[src/rtl/native_vtg.sv]
// Video timing generator for the native video path.
// Advances one pixel per ce strobe; parks at the last raster position on
// reset, disable or resync so the next ce yields a clean start-of-frame.
module native_vtg #(
  parameter int unsigned H_ACTIVE = 1920,
  parameter int unsigned H_FP     = 88,
  parameter int unsigned H_SYNC   = 44,
  parameter int unsigned H_BP     = 148,
  parameter int unsigned V_ACTIVE = 1080,
  parameter int unsigned V_FP     = 4,
  parameter int unsigned V_SYNC   = 5,
  parameter int unsigned V_BP     = 36,
  parameter bit          HS_POL   = 1'b1,
  parameter bit          VS_POL   = 1'b1,
  parameter int unsigned HCNT_W   = 12,
  parameter int unsigned VCNT_W   = 11
) (
  input  logic              natv_clk,
  input  logic              rst,
  input  logic              enable,
  input  logic              ce,
  input  logic              resync,
  output logic              hsync,
  output logic              vsync,
  output logic              hblank,
  output logic              vblank,
  output logic              active,
  output logic              fid,
  output logic [HCNT_W-1:0] ppl,
  output logic [VCNT_W-1:0] lpf,
  output logic [HCNT_W-1:0] hcnt,
  output logic [VCNT_W-1:0] vcnt,
  output logic              sof
);

  localparam int unsigned H_TOTAL    = H_ACTIVE + H_FP + H_SYNC + H_BP;
  localparam int unsigned V_TOTAL    = V_ACTIVE + V_FP + V_SYNC + V_BP;
  localparam int unsigned H_SYNC_BEG = H_ACTIVE + H_FP;
  localparam int unsigned H_SYNC_END = H_ACTIVE + H_FP + H_SYNC;
  localparam int unsigned V_SYNC_BEG = V_ACTIVE + V_FP;
  localparam int unsigned V_SYNC_END = V_ACTIVE + V_FP + V_SYNC;

  localparam logic [HCNT_W-1:0] H_LAST = HCNT_W'(H_TOTAL - 1);
  localparam logic [VCNT_W-1:0] V_LAST = VCNT_W'(V_TOTAL - 1);

  logic [HCNT_W-1:0] hcnt_q, hcnt_d;
  logic [VCNT_W-1:0] vcnt_q, vcnt_d;
  logic              hsync_q, hsync_d;
  logic              vsync_q, vsync_d;
  logic              hblank_q, hblank_d;
  logic              vblank_q, vblank_d;
  logic              active_q, active_d;
  logic              sof_q, sof_d;
  logic              park_c;
  logic              hsync_on_c;
  logic              vsync_on_c;

  // Any of these abandons the current raster and returns to park.
  assign park_c = rst || !enable || resync;

  // Next position and its decode; outputs are decoded from the next count
  // so the timing flags line up with hcnt/vcnt on the same edge.
  always_comb begin
    hcnt_d     = hcnt_q;
    vcnt_d     = vcnt_q;
    hsync_d    = hsync_q;
    vsync_d    = vsync_q;
    hblank_d   = hblank_q;
    vblank_d   = vblank_q;
    active_d   = active_q;
    sof_d      = 1'b0;
    hsync_on_c = 1'b0;
    vsync_on_c = 1'b0;

    if (park_c) begin
      hcnt_d   = H_LAST;
      vcnt_d   = V_LAST;
      hsync_d  = !HS_POL;
      vsync_d  = !VS_POL;
      hblank_d = 1'b1;
      vblank_d = 1'b1;
      active_d = 1'b0;
    end else if (ce) begin
      if (hcnt_q == H_LAST) begin
        hcnt_d = '0;
        vcnt_d = (vcnt_q == V_LAST) ? '0 : vcnt_q + VCNT_W'(1);
      end else begin
        hcnt_d = hcnt_q + HCNT_W'(1);
      end
      hsync_on_c = (32'(hcnt_d) >= H_SYNC_BEG) && (32'(hcnt_d) < H_SYNC_END);
      vsync_on_c = (32'(vcnt_d) >= V_SYNC_BEG) && (32'(vcnt_d) < V_SYNC_END);
      hblank_d   = 32'(hcnt_d) >= H_ACTIVE;
      vblank_d   = 32'(vcnt_d) >= V_ACTIVE;
      active_d   = !hblank_d && !vblank_d;
      hsync_d    = hsync_on_c ? HS_POL : !HS_POL;
      vsync_d    = vsync_on_c ? VS_POL : !VS_POL;
      sof_d      = (hcnt_d == '0) && (vcnt_d == '0);
    end
  end

  // Counter and timing output registers.
  always_ff @(posedge natv_clk) begin
    hcnt_q   <= hcnt_d;
    vcnt_q   <= vcnt_d;
    hsync_q  <= hsync_d;
    vsync_q  <= vsync_d;
    hblank_q <= hblank_d;
    vblank_q <= vblank_d;
    active_q <= active_d;
    sof_q    <= sof_d;
  end

  assign hcnt   = hcnt_q;
  assign vcnt   = vcnt_q;
  assign hsync  = hsync_q;
  assign vsync  = vsync_q;
  assign hblank = hblank_q;
  assign vblank = vblank_q;
  assign active = active_q;
  assign sof    = sof_q;
  assign fid    = 1'b0;
  assign ppl    = HCNT_W'(H_ACTIVE);
  assign lpf    = VCNT_W'(V_ACTIVE);

endmodule

[config.mk]
export PLATFORM = sky130hd
export DESIGN_NAME = native_vtg
export DESIGN_NICKNAME = d
export VERILOG_FILES = /design/src/rtl/native_vtg.sv
export SDC_FILE = /design/constraint.sdc
export NUM_CORES = 1
export LEC_CHECK = 0
export BUFFER_PORTS_ARGS = -buffer_cell sky130_fd_sc_hd__buf_2
export CORE_ASPECT_RATIO = 0.9
export CORE_MARGIN = 2
export CORE_UTILIZATION = 53
export DETAILED_ROUTE_END_ITERATION = 8
export GPL_ROUTABILITY_DRIVEN = 1
export PLACE_DENSITY_LB_ADDON = 0.08
export RECOVER_POWER = 25
export SLEW_MARGIN = 30
export SYNTH_ARGS = -nofsm -noshare
export SYNTH_HDL_FRONTEND = slang
export SYNTH_SLANG_ARGS = --single-unit
[constraint.sdc]
create_clock -name natv_clk -period 4.5 [get_ports natv_clk]
set_input_delay 0.45 -clock natv_clk [delete_from_list [all_inputs] [get_ports natv_clk]]
set_output_delay 0.45 -clock natv_clk [all_outputs]
set_load 0.1 [all_outputs]
* Word level (Yosys, flattened, before mapping)
Index checks and enable logic that the tools add are counted.
** Word-level totals
- Input bits :: 5
- Bits in registers :: 29
** Cells by class
- Eq/ne operators :: 2
- Bitwise gates (word level) :: 1
- Add/sub/neg operators :: 2
- Order comparisons :: 6
- Reductions and logical operators :: 12
- Mux-type cells :: 9
** Operators with widths (number)
- two-way mux 11 bit :: 4
- two-way mux 12 bit :: 3
- >= comparator 12 x 11 -> 1 bit, second input constant :: 2
- >= comparator 11 bit, second input constant :: 2
- adder 12 x 1 -> 12 bit, second input constant :: 1
- equality test 12 bit, second input constant :: 1
- zero test 12 bit :: 1
- less-than comparator 12 bit, second input constant :: 1
- adder 11 x 1 -> 11 bit, second input constant :: 1
- equality test 11 bit, second input constant :: 1
- zero test 11 bit :: 1
- less-than comparator 11 bit, second input constant :: 1
- logical AND 1 bit :: 4
- zero test 1 bit :: 3
- logical OR 1 bit :: 2
- two-way mux 1 bit :: 2
- OR reduction 2 bit :: 1
- inverter 1 bit :: 1

* Longest topological paths before layout
Gate-level depths: netlist (run 1).
- Depth in word-level cells :: 8
- Depth in mapped cells :: 10
- Gate-level depth less buffers :: 8

* Worst setup path before layout (run 1)
No wires, ideal clock.
- Path kind :: reg2reg
- Start point :: register hcnt_q[0], in the netlist hcnt[0]
- End point :: register vsync_q, in the netlist vsync
- Library setup time :: 0.128 ns
- Period minus slack after synthesis :: 2.893 ns
- Data required time :: 4.372 ns
- Buffers on the path :: 1
- Cell stages (with the launch flop) :: 9
- Path slack :: 1.607 ns
- Arrival time :: 2.765 ns
- Path through :: dfxtp_1 ha_1 and4_1 buf_6 nand3_2 or4_1 a2bb2oi_1 o32a_1 o31ai_2
** On the way
- Longest elaborated chain between the ends :: 7
- Elaborated cells between the ends (all ways) :: 8
** RTL lines
- from (decl) :: RTL line 46 : logic [HCNT_W-1:0] hcnt_q, hcnt_d;
- from (signal assigned) :: RTL line 103 : hcnt_q <= hcnt_d;
- equality test 12 bit (*) :: RTL line 84 : if (hcnt_q == H_LAST) begin
- two-way mux 11 bit (*) :: RTL line 84
- two-way mux 11 bit (*) :: RTL line 83 : end else if (ce) begin
- two-way mux 11 bit (*) :: RTL line 75 : if (park_c) begin
- >= comparator 11 bit or less-than comparator 11 bit (tied branches) :: RTL line 91 : vsync_on_c = (32'(vcnt_d) >= V_SYNC_BEG) && (32'(vcnt_d) < V_SYNC_END);
- logical AND 1 bit (*) :: RTL line 91
- two-way mux 1 bit (*) :: RTL line 96 : vsync_d = vsync_on_c ? VS_POL : !VS_POL;
- to (signal assigned) :: RTL line 106 : vsync_q <= vsync_d;
- to (decl) :: RTL line 49 : logic vsync_q, vsync_d;
Mark *: on every way between the ends. The rest lies on a longest branch, timed or not. The select of a mux whose other input is x is not followed.
A chain may end at the register's enable or synchronous reset.

* Worst setup path in the final report (run 1)
- Start point :: register hcnt_q[0], in the netlist hcnt[0]
- End point :: register sof_q, in the netlist sof
** On the way
- Longest elaborated chain between the ends :: 6
- Elaborated cells between the ends (all ways) :: 11
** RTL lines
- adder 12 x 1 -> 12 bit or equality test 12 bit (tied branches) :: RTL line 88, 84
- two-way mux 12 bit or two-way mux 11 bit (tied branches) :: RTL line 84
- two-way mux 12 bit or two-way mux 11 bit (tied branches) :: RTL line 83
- two-way mux 12 bit or two-way mux 11 bit (tied branches) :: RTL line 75
- zero test 12 bit or zero test 11 bit (tied branches) :: RTL line 97 : sof_d = (hcnt_d == '0) && (vcnt_d == '0);
- logical AND 1 bit (*) :: RTL line 97
- to (signal assigned) :: RTL line 110 : sof_q <= sof_d;
- to (decl) :: RTL line 53 : logic sof_q, sof_d;
Marked as above.

==> metrics.txt, run 1 <==
status finished clean; ANT cells 0; Relative slew margins 21.9%; Unique masters post-synth 59; Post-synth EDFFs 0; Overall Global Routing Usage 23.1%; max cap viols 0; Max Buffers Root-to-Sink 2; H-tree depth 2; Syn Std Cell Area 0.00227 mm2; layout cells sized above 1 12.5%; pwr dens 321 mW/mm2; CTS tree yes; Fillers 406; predominant post-synthesis flop cell dfxtp_1; cts bufs inserted 5; cell accounting for the most synthesized area dfxtp_1; Logic pwr share 28.1%; top cells by area, synth dfxtp_1 (26%), buf_4 (8.6%), o21ai_0 (4.2%); Req. time, crit path 4.69 ns; setup TNS 0 ns; Simple-Gate Fraction of Synth Area 30.0%; Async S/R FF share, synth 0%; Int Pwr 480 uW; P_leak 0.000912 uW; vias post-DR 2062; Worst Path Arrival 2.91 ns; DRT antenna net count 0; Reg clk slew, reported paths 0.06 ns; final worst path period share 60.6%; TritonRoute pass-1 iters 4; Setup Viol. Count Final 0; Synth Register Bits 29; mux cell area share after synthesis 1.76%; drt drc 0; peak supply drop 0.197 mV; DRT iter0 DRCs 126; Area Overhead vs Synth 4.29%; number of global-route vias before repair 1655; Post-CTS Hold Buffers 0; Sink Count 29; post-CTS resize count 0; yosys warns 0; switching share of power 37.0%; count leader, synth dfxtp_1; adder-cell area share of the yosys netlist 1.65%; Synth Instances 298; Slowest cell on crit path and3_1; Root Driver clkbuf_8; Seq pwr share 35.3%; kind of cell adding the most delay to the critical path simple AND/OR/NAND/NOR gates; maximum clock rate 367 MHz; Hold WS 0.482 ns; pin count of the biggest net entering global routing 22; peak fanout along the critical path 15; CP Capture Type flip-flop; Worst setup SP type flip-flop; total global routing overflow 0; Tightest Hold Check Type reg2reg; total routed wirelength 5220 um; vias per cell 5.73; Chip Width 73.1 um; Synth Area in Compound Gates 21.1%; Die ar. 0.00483 mm2; die height 66.2 um; Design Power 762 uW; RSZ-0062 raised after global routing false; crit-path cells ha_1, and4_1, and3_1, o21ai_0, a21oi_1, nor3b_1, nor4bb_2; P_sw 282 uW; final clock skew 0.00502 ns; starting density of the core 55.5%; Slew @ Worst Pin 1.18 ns; DP HPWL 3720 um; initial antenna violation count 0; Worst path max stage delay 0.52 ns; port bufs 33; WP buf/inv 0; min Tclk post-route 2.73 ns; row cnt 22; clock power share 36.6%; setup bufs post-CTS 0; core region area 0.00410 mm2; Seq/Total Area, Yosys 25.5%; worst skew pair latency 0.28 ns; main combinational cell family by area after synthesis simple AND/OR/NAND/NOR gates; first-pass GRT wire length 8580 um; xor and xnor area share after synthesis 4.62%; max-slew violation count 0; Hold Violations, Final 0; synth cell count leaders dfxtp_1 (29), buf_4 (26), nand2_1 (23); GP Congestion 0.837; syn avg cell area 7.63 um2; critical path type reg2reg; num ports 58; post-synth top area share 25.5%; drt wl/cell 14.5 um; Nets 319
[worst min-delay path: stages (launching register included)]
cell and delay, ns:
dfxtp_1 0.32, nand3_1 0.07, o21ai_0 0.06
[area by class of cell]
cell class,count,area [um2],area share [%]
clock inverter,1,30.0,1.27
sequential,29,581,24.5
timing repair buffer,34,158,6.65
clock buffer,7,86.3,3.64
inverter,6,22.5,0.949
tap,48,60.1,2.53
multi-input combinational,235,1440,60.5
[routing by layer]
| layer | vias to the layer above | wire (um) | track usage [%] |
|---|---|---|---|
| met5 | - | 0 | 0 |
| met4 | 0 | 24 | 6.94 |
| met3 | 2 | 439 | 4.73 |
| met2 | 83 | 2040 | 29.5 |
| met1 | 923 | 2720 | 37.2 |
| li1 | 1054 | - | - |
[cells by family after synthesis]
| group | Yosys count |
|---|---|
| AOI/OAI and AO/OA | 74 |
| xor gates and xnor gates | 12 |
| adders and majority gates | 3 |
| buffers and inverters | 56 |
| DFF | 29 |
| muxes | 4 |
| other | 2 |
| and+or+nand+nor | 118 |
[placed cells by master (no fill, tap or decap), drive strengths merged, types with 3 or more instances in the layout]
cell type | Yosys | routed
o211ai | 8 | 8
nand2 | 23 | 23
or4 | 3 | 3
or3 | 5 | 5
and2 | 5 | 5
nand2b | 4 | 4
nand3 | 18 | 18
xnor2 | 4 | 4
mux2i | 4 | 4
clkbuf | 12 | 19
inv | 5 | 5
and3 | 8 | 8
xor2 | 8 | 8
o31ai | 3 | 3
a21oi | 19 | 19
ha | 3 | 3
nor3b | 4 | 4
a31oi | 5 | 5
nand4 | 6 | 6
nor2 | 17 | 17
and4 | 5 | 5
dfxtp | 29 | 29
buf | 38 | 22
conb | 2 | 24
nor4 | 4 | 4
o21ai | 20 | 20
nor3 | 7 | 7
[flip-flops by register name, indices dropped and copies added (netlist names)]
register / cells
active: 1
hblank: 1
hcnt: 12
hsync: 1
sof: 1
vblank: 1
vcnt: 11
vsync: 1
[worst paths after layout]
path / start / depth (start not counted) / to / slack, ns
worst min register to register: active$_SDFFE_PP0P_ / 2 / active$_SDFFE_PP0P_ / 0.48
worst max register to register: hcnt[0]$_SDFFE_PP1P_ / 7 / sof$_SDFF_PP0_ / 1.77
worst min-delay path: active$_SDFFE_PP0P_ / 2 / active$_SDFFE_PP0P_ / 0.48
worst max-delay path: hcnt[0]$_SDFFE_PP1P_ / 7 / sof$_SDFF_PP0_ / 1.77
[power groups by stage]
stage                     registers (uW)  clock network [uW]  logic (uW)
final                                269                 279         214
after global routing                 270                 297         227
after CTS                            269                 288         214
after detailed placement             275                   0         213
after global placement               274                   0         214
after floorplan                      301                   0         186
[stage by stage]
stage	instance area (um2)	utilization (%)	setup slack [ns]	std cells
2_1_floorplan	2360	-	1.61	320
4_1_cts	2390	58.2	1.79	360
3_3_place_gp	2270	55.4	1.90	352
5_1_grt	2370	57.8	1.41	360
6_report	2370	57.8	1.77	360
3_5_place_dp	2270	55.4	1.81	352
No activity file was read; power rests on OpenSTA's default activity.
==> inputs of run 2 (changes only) <==
--- a/config.mk
+++ b/config.mk
@@ -8,7 +8,7 @@
 export BUFFER_PORTS_ARGS = -buffer_cell sky130_fd_sc_hd__buf_2
 export CORE_ASPECT_RATIO = 0.9
 export CORE_MARGIN = 2
-export CORE_UTILIZATION = 53
+export CORE_UTILIZATION = 48
 export DETAILED_ROUTE_END_ITERATION = 8
 export GPL_ROUTABILITY_DRIVEN = 1
 export PLACE_DENSITY_LB_ADDON = 0.08
==> constraint.sdc (replaced) <==
create_clock -name natv_clk -period 2.42 [get_ports natv_clk]
set_input_delay 0.242 -clock natv_clk [delete_from_list [all_inputs] [get_ports natv_clk]]
set_output_delay 0.242 -clock natv_clk [all_outputs]
set_load 0.1 [all_outputs]
==> run 2 against run 1 <==
Effect of this change: clock skew rose by 0.0032 ns; non-clock buffer count grew 11; critical path depth stayed put; register-to-register slack got worse by 1.5 ns; die area grew 9.8%; wire length grew 5.1%; clock power up 85%; critical path type unchanged; critical endpoint is now vsync$_SDFFE_PP0P_; highest routed layer unchanged.
==> metrics.txt, run 2 (synthesized netlist as in run 1, its figures left out) <==
Critical path origin hcnt[0]$_SDFFE_PP1P_ (unchanged); maximum clock rate 459 MHz (was 367 MHz); number of global-route vias before repair 1842 (was 1655); worst hold start rst (was active$_SDFFE_PP0P_); final clock skew 0.00826 ns (was 0.00502 ns); Nets 330 (was 319); port bufs 33 (unchanged); Fillers 456 (was 406); ANT cells 0 (unchanged); Root Driver clkbuf_8 (unchanged); setup TNS 0 ns (unchanged); Slew @ Worst Pin 1.17 ns (was 1.18 ns); commonest non-fill, non-tap cells in the layout conb_1 (24), nand2_1 (23), buf_2 (21) (was dfxtp_1 (29), conb_1 (24), nand2_1 (23)); Relative slew margins 22.2% (was 21.9%); Tightest Hold Check Type in2reg (was reg2reg); cts bufs inserted 5 (unchanged); initial antenna violation count 0 (unchanged); critical path type reg2reg (unchanged); Sink Count 29 (unchanged); worst skew pair latency 0.29 ns (was 0.28 ns); Hold Violations, Final 0 (unchanged); total routed wirelength 5490 um (was 5220 um); setup bufs post-CTS 0 (unchanged); CTS tree yes (unchanged); pin count of the biggest net entering global routing 22 (unchanged); Worst Path Arrival 2.38 ns (was 2.91 ns); Chip Width 76.6 um (was 73.1 um); max-slew violation count 0 (unchanged); Post-CTS Hold Buffers 0 (unchanged); RSZ-0062 raised after global routing false (unchanged); core region area 0.00452 mm2 (was 0.00410 mm2); Hold WS 0.352 ns (was 0.482 ns); P_leak 0.000962 uW (was 0.000912 uW); num ports 58 (unchanged); status finished clean (unchanged); post-CTS resize count 0 (unchanged); H-tree depth 2 (unchanged); max cap viols 0 (unchanged); TritonRoute pass-1 iters 4 (unchanged); row cnt 23 (was 22); CP Capture Type flip-flop (unchanged); total global routing overflow 0 (unchanged); vias post-DR 2127 (was 2062); r2r startpoint hcnt[0]$_SDFFE_PP1P_ (unchanged); peak fanout along the critical path 11 (was 15); Setup Viol. Count Final 0 (unchanged); most common cell after layout, fill and taps aside conb_1 (was dfxtp_1); pwr dens 575 mW/mm2 (was 321 mW/mm2); Reg clk slew, reported paths 0.07 ns (was 0.06 ns); final worst path period share 90.0% (was 60.6%); Overall Global Routing Usage 21.5% (was 23.1%); first-pass GRT wire length 9270 um (was 8580 um); drt drc 0 (unchanged); vias per cell 5.52 (was 5.73); die height 69.3 um (was 66.2 um); Area Overhead vs Synth 10.0% (was 4.29%); DRT antenna net count 0 (unchanged); GP Congestion 0.849 (was 0.837); flop-to-flop setup slack 0.24 ns (was 1.77 ns); drt wl/cell 14.3 um (was 14.5 um); starting density of the core 50.3% (was 55.5%); Worst setup SP type flip-flop (unchanged); layout cells sized above 1 21.7% (was 12.5%); max FFs per register 12 (unchanged); min Tclk post-route 2.18 ns (was 2.73 ns); DRT iter0 DRCs 180 (was 126); Die ar. 0.00531 mm2 (was 0.00483 mm2); DP HPWL 4010 um (was 3720 um); Max Buffers Root-to-Sink 2 (unchanged); peak supply drop 0.538 mV (was 0.197 mV); Req. time, crit path 2.63 ns (was 4.69 ns)
## run 2: stage by stage
step	power [uW]	util, %	setup slack (ns)	area (um2)	cells
after CTS	1450	55.7	0.240	2520	385
after global placement	931	53.2	0.286	2400	377
final	1440	55.4	0.243	2500	385
after detailed placement	931	53.2	0.258	2400	377
after global routing	1500	55.4	0.0827	2500	385
after floorplan	904	-	0.0109	2390	320
## run 2: report_power, final
part | switching (uW) | internal, uW | total, uW
registers | 13.6 | 483 | 497
logic | 334 | 90.0 | 425
clock network | 209 | 308 | 517
total | 557 | 881 | 1440
## run 2: final cells by class
class	count	area, um2	share of cell area, %
multi-input combinational	235	1440	57.4
sequential	29	612	24.5
timing repair buffer	45	240	9.60
tap	62	77.6	3.10
clock buffer	5	68.8	2.75
clock inverter	3	46.3	1.85
inverter	6	22.5	0.900
## run 2: final timing paths
kind,end,depth (start not counted)
hold reg to reg,active$_SDFFE_PP0P_,2
hold / removal,vcnt[6]$_SDFFE_PP1P_,4
setup reg to reg,vsync$_SDFFE_PP0P_,7
setup / recovery,vsync$_SDFFE_PP0P_,7
## run 2: routing by layer
metal  vias up  share of wire (%)  GRT usage [%]
met1       968                 53           33.4
met2        76                 40           28.6
met3         7                6.4           4.82
li1       1076                  -              -
met4         0                1.0           6.87
met5         -                  0              0
## run 2: worst max-delay path: stages, from the launching register on
cell     delay, ns
dfxtp_4       0.38
ha_1          0.16
and4_1        0.26
and3_1        0.40
a21oi_2       0.10
a31o_1        0.22
o32a_1        0.36
o31ai_2       0.20
==> inputs of run 3 (changes only) <==
--- a/config.mk
+++ b/config.mk
@@ -13,6 +13,8 @@
 export GPL_ROUTABILITY_DRIVEN = 1
 export PLACE_DENSITY_LB_ADDON = 0.08
 export RECOVER_POWER = 25
+export REMOVE_ABC_BUFFERS = 1
+export SETUP_SLACK_MARGIN = 0.5
 export SLEW_MARGIN = 30
 export SYNTH_ARGS = -nofsm -noshare
 export SYNTH_HDL_FRONTEND = slang
==> run 3 against run 2 <==
Effect of this change: worst hold slack got worse by 0.0088 ns; sequential share of layout area fell by 4.4 points; first-iteration DRC count rose by 3.3%; non-clock buffer count rose by 35; fmax rose by 5.7%; total power rose by 7.5%; largest power group is now combinational cells.
==> metrics.txt, run 3 (synthesized netlist as in run 1, its figures left out) <==
status finished clean (unchanged); DRT antenna net count 0 (unchanged); DRT iter0 DRCs 186 (was 180); P_leak 0.00118 uW (was 0.000962 uW); clock power share 33.7% (was 35.9%); Nets 365 (was 330); cell count of the worst reg-to-reg path 7 (unchanged); Int Pwr 975 uW (was 881 uW); R2R Path End hsync$_SDFFE_PP0P_ (was vsync$_SDFFE_PP0P_); core region area 0.00452 mm2 (unchanged); number of global-route vias before repair 2061 (was 1842); Overall Global Routing Usage 23.3% (was 21.5%); H-tree depth 2 (unchanged); commonest non-fill, non-tap cells in the layout buf_4 (42), conb_1 (24), nand2_1 (23) (was conb_1 (24), nand2_1 (23), buf_2 (21)); peak fanout along the critical path 7 (was 11); pwr dens 516 mW/mm2 (was 575 mW/mm2); max FFs per register 12 (unchanged); cts bufs inserted 5 (unchanged); r2r startpoint hcnt[0]$_SDFFE_PP1P_ (unchanged); Worst Path Arrival 2.28 ns (was 2.38 ns); Fillers 395 (was 456); fin area 0.00299 mm2 (was 0.00250 mm2); ANT cells 0 (unchanged); Root Driver clkbuf_8 (unchanged); vias post-DR 2392 (was 2127); crit-path cells buf_4, and4_1, and4_1, a31oi_1, nor3_2, or3b_4, a21oi_2 (was ha_1, and4_1, and3_1, a21oi_2, a31o_1, o32a_1, o31ai_2); drt wl/cell 15.5 um (was 14.3 um); vias per cell 5.70 (was 5.52); Relative slew margins 21.9% (was 22.2%); WP buf/inv 1 (was 0); row cnt 23 (unchanged); worst skew pair latency 0.28 ns (was 0.29 ns); Die ar. 0.00531 mm2 (unchanged); TritonRoute pass-1 iters 4 (unchanged); Post-CTS Hold Buffers 0 (unchanged); initial antenna violation count 0 (unchanged); Seq pwr share 32.0% (was 34.6%); RSZ-0062 raised after global routing true (was false); Most common cell on crit path and4_1; post-route setup slack 0.360 ns (was 0.243 ns); max cap viols 0 (unchanged); maximum clock rate 485 MHz (was 459 MHz); max-slew violation count 0 (unchanged); final worst path period share 85.1% (was 90.0%); starting density of the core 50.3% (unchanged); most common cell after layout, fill and taps aside buf_4 (was conb_1); total global routing overflow 0 (unchanged); first-pass GRT wire length 10000 um (was 9270 um); drt drc 0 (unchanged); Worst setup SP type flip-flop (unchanged); peak supply drop 0.327 mV (was 0.538 mV); total routed wirelength 6530 um (was 5490 um); DP HPWL 4200 um (was 4010 um); Logic pwr share 34.3% (was 29.5%); Hold Violations, Final 0 (unchanged); Area Overhead vs Synth 31.6% (was 10.0%); GP Congestion 0.896 (was 0.849); P_sw 571 uW (was 557 uW); Placement Cell Area 0.00248 mm2 (was 0.00240 mm2); layout cells sized above 1 37.2% (was 21.7%); critical path type reg2reg (unchanged); Chip Width 76.6 um (unchanged); Hold Path End vcnt[6]$_SDFFE_PP1P_ (unchanged); Slew @ Worst Pin 1.18 ns (was 1.17 ns); Hold Crit Depth 4 (unchanged); CP Capture Type flip-flop (unchanged); Seq. cell area 599 um2 (was 612 um2); pin count of the biggest net entering global routing 18 (was 22); port bufs 33 (unchanged); post-placement setup slack 0.182 ns (was 0.258 ns); Max Buffers Root-to-Sink 2 (unchanged); flop-to-flop setup slack 0.36 ns (was 0.24 ns); Worst path max stage delay 0.41 ns (was 0.40 ns); Multi-input gate area 0.00166 mm2 (was 0.00144 mm2); worst hold start resync (was rst); min Tclk post-route 2.06 ns (was 2.18 ns); num ports 58 (unchanged); final clock skew 0.00316 ns (was 0.00826 ns); die height 69.3 um (unchanged); switching share of power 36.9% (was 38.7%); Req. time, crit path 2.64 ns (was 2.63 ns); Slowest cell on crit path or3b_4 (was and3_1); CTS tree yes (unchanged); Tightest Hold Check Type in2reg (unchanged); Reg clk slew, reported paths 0.06 ns (was 0.07 ns); Setup Viol. Count Final 0 (unchanged); kind of cell adding the most delay to the critical path simple AND/OR/NAND/NOR gates (was compound AO/OA/AOI/OAI gates); Sink Count 29 (unchanged)
[run 3: final cells by class]
type	instances	share of cell area, %
multi-input cells	235	55.3
clock buffers	7	2.88
inverters	6	0.752
repair buffers	80	17.5
clock inverters	1	1.00
flip-flops and latches	29	20.0
well taps	62	2.59
[run 3: worst max-delay path by stage]
stage | start | endpoint | depth (start not counted)
detailed placement | hcnt[5]$_SDFFE_PP0P_ | vsync$_SDFFE_PP0P_ | 6
floorplan | hcnt[0]$_SDFFE_PP1P_ | vsync$_SDFFE_PP0P_ | 7
CTS | vcnt[0]$_SDFFE_PP0P_ | vsync$_SDFFE_PP0P_ | 8
finish | hcnt[0]$_SDFFE_PP1P_ | hsync$_SDFFE_PP0P_ | 7
global placement | vcnt[0]$_SDFFE_PP0P_ | vsync$_SDFFE_PP0P_ | 8
global route | hcnt[0]$_SDFFE_PP1P_ | hsync$_SDFFE_PP0P_ | 7
[run 3: repair_timing]
item                       in CTS  in global routing
setup endpoints to repair       9                 11
setup buffers                  16                  5
pin swaps                      10                 19
gates resized for setup        40                 33
gates cloned                    0                  0
[run 3: power groups by stage]
stage                     clock network, uW  registers (uW)  logic [uW]
after floorplan                           0             565         289
after global placement                    0             505         440
after detailed placement                  0             505         438
after CTS                               530             494         492
after global routing                    552             496         556
final                                   520             495         530
[run 3: stage by stage]
stage | setup TNS, ns | instances | utilization [%] | power, uW | hold WS [ns]
2_1_floorplan | -5.31 | 270 | - | 853 | 0.365
3_3_place_gp | 0 | 391 | 54.8 | 946 | 0.464
5_1_grt | 0 | 420 | 66.3 | 1600 | 0.367
4_1_cts | 0 | 415 | 63.1 | 1520 | 0.341
6_report | 0 | 420 | 66.3 | 1550 | 0.344
3_5_place_dp | 0 | 391 | 54.8 | 944 | 0.470
[run 3: metal layers]
metal	GRT usage [%]	routed length, um	up-vias
met1	33.4	3010	1141
li1	-	-	1151
met4	6.06	75	0
met2	35.9	3010	90
met5	0	0	-
met3	4.30	426	10
[run 3: tightest hold or removal path: stages]
cell	delay (ns)
buf_2	0.08
nor3b_1	0.04
buf_4	0.17
nand2_1	0.06
